===== src/rtl/seq_det_pkg.sv =====
// Shared definitions for the 1011 sequence-detector slice.
// Holds the serializer FSM state type, the default word width and
// bit-period constants (also used by the detector testbench), and a
// helper that sizes counters so that a count range of 1 still gets a
// one-bit register.
package seq_det_pkg;

    typedef enum logic {
        IDLE  = 1'b0,
        SHIFT = 1'b1
    } ser_state_t;

    localparam int unsigned SEQ_WIDTH = 8;
    localparam int unsigned SEQ_DIV   = 1;

    // Register width needed to count 0..n-1; never less than one bit.
    function automatic int unsigned cnt_width(input int unsigned n);
        return (n <= 1) ? 1 : $clog2(n);
    endfunction

endpackage


===== src/rtl/ser_hold_reg.sv =====
// One-entry holding register in front of the serializer shifter.
// Ports:
//   clk, reset  - clock, asynchronous active-low reset
//   load        - capture d and mark the entry full
//   clear       - mark the entry empty (the shifter took the word)
//   d           - incoming word
//   q           - held word
//   full        - entry occupied
// load and clear never coincide in use; load wins if they do.
module ser_hold_reg
    import seq_det_pkg::*;
#(
    parameter int unsigned WIDTH = SEQ_WIDTH
) (
    input  logic             clk,
    input  logic             reset,
    input  logic             load,
    input  logic             clear,
    input  logic [WIDTH-1:0] d,
    output logic [WIDTH-1:0] q,
    output logic             full
);

    always_ff @(posedge clk or negedge reset) begin
        if (!reset) begin
            q    <= '0;
            full <= 1'b0;
        end else if (load) begin
            q    <= d;
            full <= 1'b1;
        end else if (clear) begin
            full <= 1'b0;
        end
    end

endmodule


===== src/rtl/seq_bit_serializer.sv =====
// Parallel-to-serial front end feeding the 1011 sequence detector.
// Words arrive over a valid/ready handshake into a one-entry holding
// register and are shifted out one bit per DIV clocks. A held word is
// loaded on the same edge the previous word's last bit expires, so
// consecutive words form a gap-free stream. Between words ser_out sits
// at IDLE_BIT.
// Ports:
//   clk, reset  - clock, asynchronous active-low reset
//   s_data      - word to serialize
//   s_valid     - s_data is valid
//   s_ready     - holding register empty, a word can be accepted
//   ser_out     - serial bit (registered), drives the detector input
//   ser_valid   - ser_out carries a data bit (registered)
//   word_start  - one-cycle pulse while bit 0 of a word is first shown
//   busy        - shifter active or holding register occupied
module seq_bit_serializer
    import seq_det_pkg::*;
#(
    parameter int unsigned WIDTH     = SEQ_WIDTH,
    parameter int unsigned DIV       = SEQ_DIV,
    parameter bit          MSB_FIRST = 1'b1,
    parameter logic        IDLE_BIT  = 1'b0
) (
    input  logic             clk,
    input  logic             reset,
    input  logic [WIDTH-1:0] s_data,
    input  logic             s_valid,
    output logic             s_ready,
    output logic             ser_out,
    output logic             ser_valid,
    output logic             word_start,
    output logic             busy
);

    localparam int unsigned BW = cnt_width(WIDTH);
    localparam int unsigned DW = cnt_width(DIV);
    localparam logic [BW-1:0] LAST_BIT = BW'(WIDTH - 1);
    localparam logic [DW-1:0] LAST_DIV = DW'(DIV - 1);

    ser_state_t       state, state_n;
    logic [WIDTH-1:0] sh_data, sh_n;
    logic [BW-1:0]    bit_idx, bit_n;
    logic [DW-1:0]    div_cnt, div_n;
    logic             reload;
    logic             ser_out_n;

    logic [WIDTH-1:0] hold_data;
    logic             hold_full;
    logic             accept;

    assign s_ready = !hold_full;
    assign accept  = s_valid && s_ready;
    assign busy    = (state == SHIFT) || hold_full;

    ser_hold_reg #(
        .WIDTH (WIDTH)
    ) u_hold (
        .clk   (clk),
        .reset (reset),
        .load  (accept),
        .clear (reload),
        .d     (s_data),
        .q     (hold_data),
        .full  (hold_full)
    );

    always_comb begin
        state_n = state;
        sh_n    = sh_data;
        bit_n   = bit_idx;
        div_n   = div_cnt;
        reload  = 1'b0;

        case (state)
            IDLE: begin
                if (hold_full) begin
                    reload  = 1'b1;
                    state_n = SHIFT;
                    sh_n    = hold_data;
                    bit_n   = '0;
                    div_n   = '0;
                end
            end
            SHIFT: begin
                if (div_cnt == LAST_DIV) begin
                    div_n = '0;
                    if (bit_idx == LAST_BIT) begin
                        bit_n = '0;
                        if (hold_full) begin
                            // Next word takes over on this edge: no idle gap.
                            reload = 1'b1;
                            sh_n   = hold_data;
                        end else begin
                            state_n = IDLE;
                        end
                    end else begin
                        bit_n = bit_idx + BW'(1);
                        if (MSB_FIRST)
                            sh_n = {sh_data[WIDTH-2:0], 1'b0};
                        else
                            sh_n = {1'b0, sh_data[WIDTH-1:1]};
                    end
                end else begin
                    div_n = div_cnt + DW'(1);
                end
            end
            default: begin
                state_n = IDLE;
            end
        endcase

        // Outputs are registered, so they are derived from next-state values.
        if (state_n == SHIFT)
            ser_out_n = MSB_FIRST ? sh_n[WIDTH-1] : sh_n[0];
        else
            ser_out_n = IDLE_BIT;
    end

    always_ff @(posedge clk or negedge reset) begin
        if (!reset) begin
            state      <= IDLE;
            sh_data    <= '0;
            bit_idx    <= '0;
            div_cnt    <= '0;
            ser_out    <= IDLE_BIT;
            ser_valid  <= 1'b0;
            word_start <= 1'b0;
        end else begin
            state      <= state_n;
            sh_data    <= sh_n;
            bit_idx    <= bit_n;
            div_cnt    <= div_n;
            ser_out    <= ser_out_n;
            ser_valid  <= (state_n == SHIFT);
            word_start <= reload;
        end
    end

    // Upstream handshake rules: a stalled word stays put until taken.
    a_data_stable: assert property (@(posedge clk) disable iff (!reset)
        (s_valid && !s_ready) |=> $stable(s_data));

    a_valid_held: assert property (@(posedge clk) disable iff (!reset)
        (s_valid && !s_ready) |=> s_valid);

endmodule


===== config.mk =====
export PLATFORM = sky130hd
export DESIGN_NAME = seq_bit_serializer
export DESIGN_NICKNAME = d
export VERILOG_FILES = /design/src/rtl/seq_det_pkg.sv /design/src/rtl/ser_hold_reg.sv /design/src/rtl/seq_bit_serializer.sv
export SDC_FILE = /design/constraint.sdc
export NUM_CORES = 1
export LEC_CHECK = 0
export CAP_MARGIN = 0
export CORE_UTILIZATION = 54
export DETAILED_ROUTE_END_ITERATION = 10
export PLACE_DENSITY = 0.81
export SYNTH_ARGS = -nofsm -noshare
export SYNTH_HDL_FRONTEND = slang
export SYNTH_SLANG_ARGS = --single-unit

===== constraint.sdc =====
create_clock -name clk -period 3.3 [get_ports clk]
set_clock_uncertainty 0.1 [all_clocks]
set_input_delay 0.33 -clock clk [delete_from_list [all_inputs] [get_ports clk]]
set_output_delay 0.33 -clock clk [all_outputs]
set_load 0.02 [all_outputs]

==> flow_summary.toml <==
[cts]
cts_buffer_depth = 2
cts_sinks = 22
postCtsHoldBufs = 0
cts_tree = "done"
cts_max_level = 1
clk_pin_slew_ns = 0.11
clkLatencyLatePin_ns = 0.30
cts-root-buf = "clkbuf_4"
cts_buffers = 3
cts_setup_buffers = 0
post_cts_resized = 0

[status]
violations = "design-rule violations"
status = "finished, violations left"

[route]
antenna_left = 0
vias = 541
wl_per_cell_um = 14.22
totalWireLength_mm = 1.365
drt_pass1_iterations = 9
vias_per_cell = 5.635
drc = 2
drt_iter0_markers = 7

[layout]
drive_gt1_share_pct = 30.00
seq_area_um2 = 550.5
fill_cells = 120
antenna_cells = 0
syn_to_final_growth_pct = 19.40
nNetsFinal = 94
multi_input_area_um2 = 375.4

[logic_synthesis]
synthFlopType = "dfrtp_1"
yosys-top-cells-area = "dfrtp_1 (58%), mux2_2 (14%), mux2_4 (13%)"
yosys.cell_count.top_type = "dfrtp_1"
syn_nets = 77
synth_xor_area_share_pct = 0
yosys.area.top_type = "dfrtp_1"
ys_warn_count = 0
syn_area_per_cell_um2 = 14.92
synth_cells = 64
synth_seq_cells = 22
ys_types = 16
yosys-mux-area-fraction_pct = 28.83
synth_commonest_cells = "dfrtp_1 (22), mux2_2 (12), mux2_4 (8)"
synth-seq-area-share_pct = 57.67
yosysTopAreaCellShare_pct = 57.67
synth-edff-count = 0
async_flop_share_pct = 100.0
syn_area_um2 = 954.7
yosys.area_share.simple_pct = 4.718
synth_top_family_by_area = "multiplexers"
synth-adder-area-share_pct = 2.621
synth_compound_area_share_pct = 3.145

[global_route]
track_usage_pct = 17.16
overflow = 0
grt_pass1_vias = 545
grt_antenna_before_repair = 0
grt_start_max_net_pins = 23
grt_pass1_wl_mm = 2.359

[place]
place_congestion = 0.6722
port-buffer-count = 15
dpl.hpwl_um = 968.2

[critical_path]
arrival_ns = 1.81
crit_fanout = 12
reg2reg_depth = 2
worstSetupPathType = "reg2out"
end_kind = "output pin"
critPathRequiredTime_ns = 2.87
start_kind = "flop"

[power]
cellPowerDensity_nw_per_um2 = 927.8
vdd_ir_drop_max_mv = 0.5100
p_leak_uw = 0.0005291

[floorplanning]
core_um2 = 1577
dieWidth_um = 44.05
placementRows = 14
die_area_um2 = 1940
ios = 16
initial_utilization_pct = 60.56
fp.dieH_um = 44.05

[sta]
maxSlewViolCount = 0
post-route-min-period_ns = 2.240
finalSetupViolations = 0
max_slew_margin_pct = 37.20
tns_ns = 0
period_share_pct = 67.89
whs_ns = 0.3953
rsz0062_at_grt = "false"
worst_pin_slew_ns = 0.9391
fmax_mhz = 446.4
final_hold_viol_count = 0

[run]
max-cap-violations = 0

[worst_hold_path]
hold_depth = 1
hold_class = "reg2reg"
-- area by class of cell --
class	instances	area share (%)
clock buffer	4	3.183
inverter	2	0.6586
multi-input combinational	37	32.93
sequential	22	48.30
tap	16	1.756
timing repair buffer	15	13.17
-- layout by cell type, fill, tap and decap left out, drive strengths merged --
master	instances
nor2b	2
mux2i	2
inv	2
ha	2
clkbuf	4
a22o	2
a21o	1
o21ai	1
dfrtp	22
nor2	3
mux2	20
clkdlybuf4s50	15
nand2	2
nand2b	1
nand3b	1
-- worst max-delay path: stages, from the launching register on --
cell and delay [ns]:
dfrtp_1 0.68, nor2_1 0.13, inv_1 0.10, clkdlybuf4s50_1 0.60
-- layer usage --
layer / vias to the layer above / part of all wire [%] / global-route usage, %
li1: 254 / - / -
met1: 273 / 45 / 21.49
met2: 12 / 50 / 27.94
met3: 2 / 3.4 / 3.673
met4: 0 / 0.95 / 9.091
met5: - / 0 / 0
-- state kept, by name, indices dropped and copies added, names as in the netlist --
name and flops:
bit_idx 3, state 1, sh_data 7, ser_out 1, u_hold.q 8, word_start 1
u_hold.full 1
-- power breakdown --
part	switching, uW	total (uW)	internal, uW
Combinational	155	439	284
Sequential	86.2	475	389
Clock	75.9	143	67.2
Total	317	1060	740
-- worst paths after layout --
check | startpoint | end | slack, ns
setup / recovery | u_hold.full$_DFFE_PN0P_ | busy | 1.06
hold / removal | bit_idx[0]$_DFFE_PN0P_ | bit_idx[0]$_DFFE_PN0P_ | 0.40
setup reg to reg | u_hold.full$_DFFE_PN0P_ | u_hold.q[3]$_DFFE_PN0P_ | 1.44
hold reg to reg | bit_idx[0]$_DFFE_PN0P_ | bit_idx[0]$_DFFE_PN0P_ | 0.40
max in group asynchronous | reset | sh_data[2]$_DFF_PN0_ | 2.09
min in group asynchronous | reset | word_start$_DFF_PN0_ | 0.44
-- through the flow --
stage / area [um^2] / cells / power (uW) / util (%) / worst slack [ns]
after floorplan: 954.7 / 64 / 824.5 / - / 1.726
after global placement: 1104 / 92 / 907.0 / 70.00 / 1.295
after detailed placement: 1104 / 92 / 926.5 / 70.00 / 1.277
after CTS: 1140 / 96 / 1070 / 72.30 / 1.029
after global routing: 1140 / 96 / 1133 / 72.30 / 0.9668
final: 1140 / 96 / 1057 / 72.30 / 1.060
-- logic make-up after synthesis --
| family | after synthesis |
|---|---|
| AOI/OAI and AO/OA | 4 |
| adders and majority gates | 2 |
| buffers and inverters | 5 |
| DFF | 22 |
| muxes | 22 |
| and+or+nand+nor | 9 |
No activity file was read; power rests on OpenSTA's default activity.
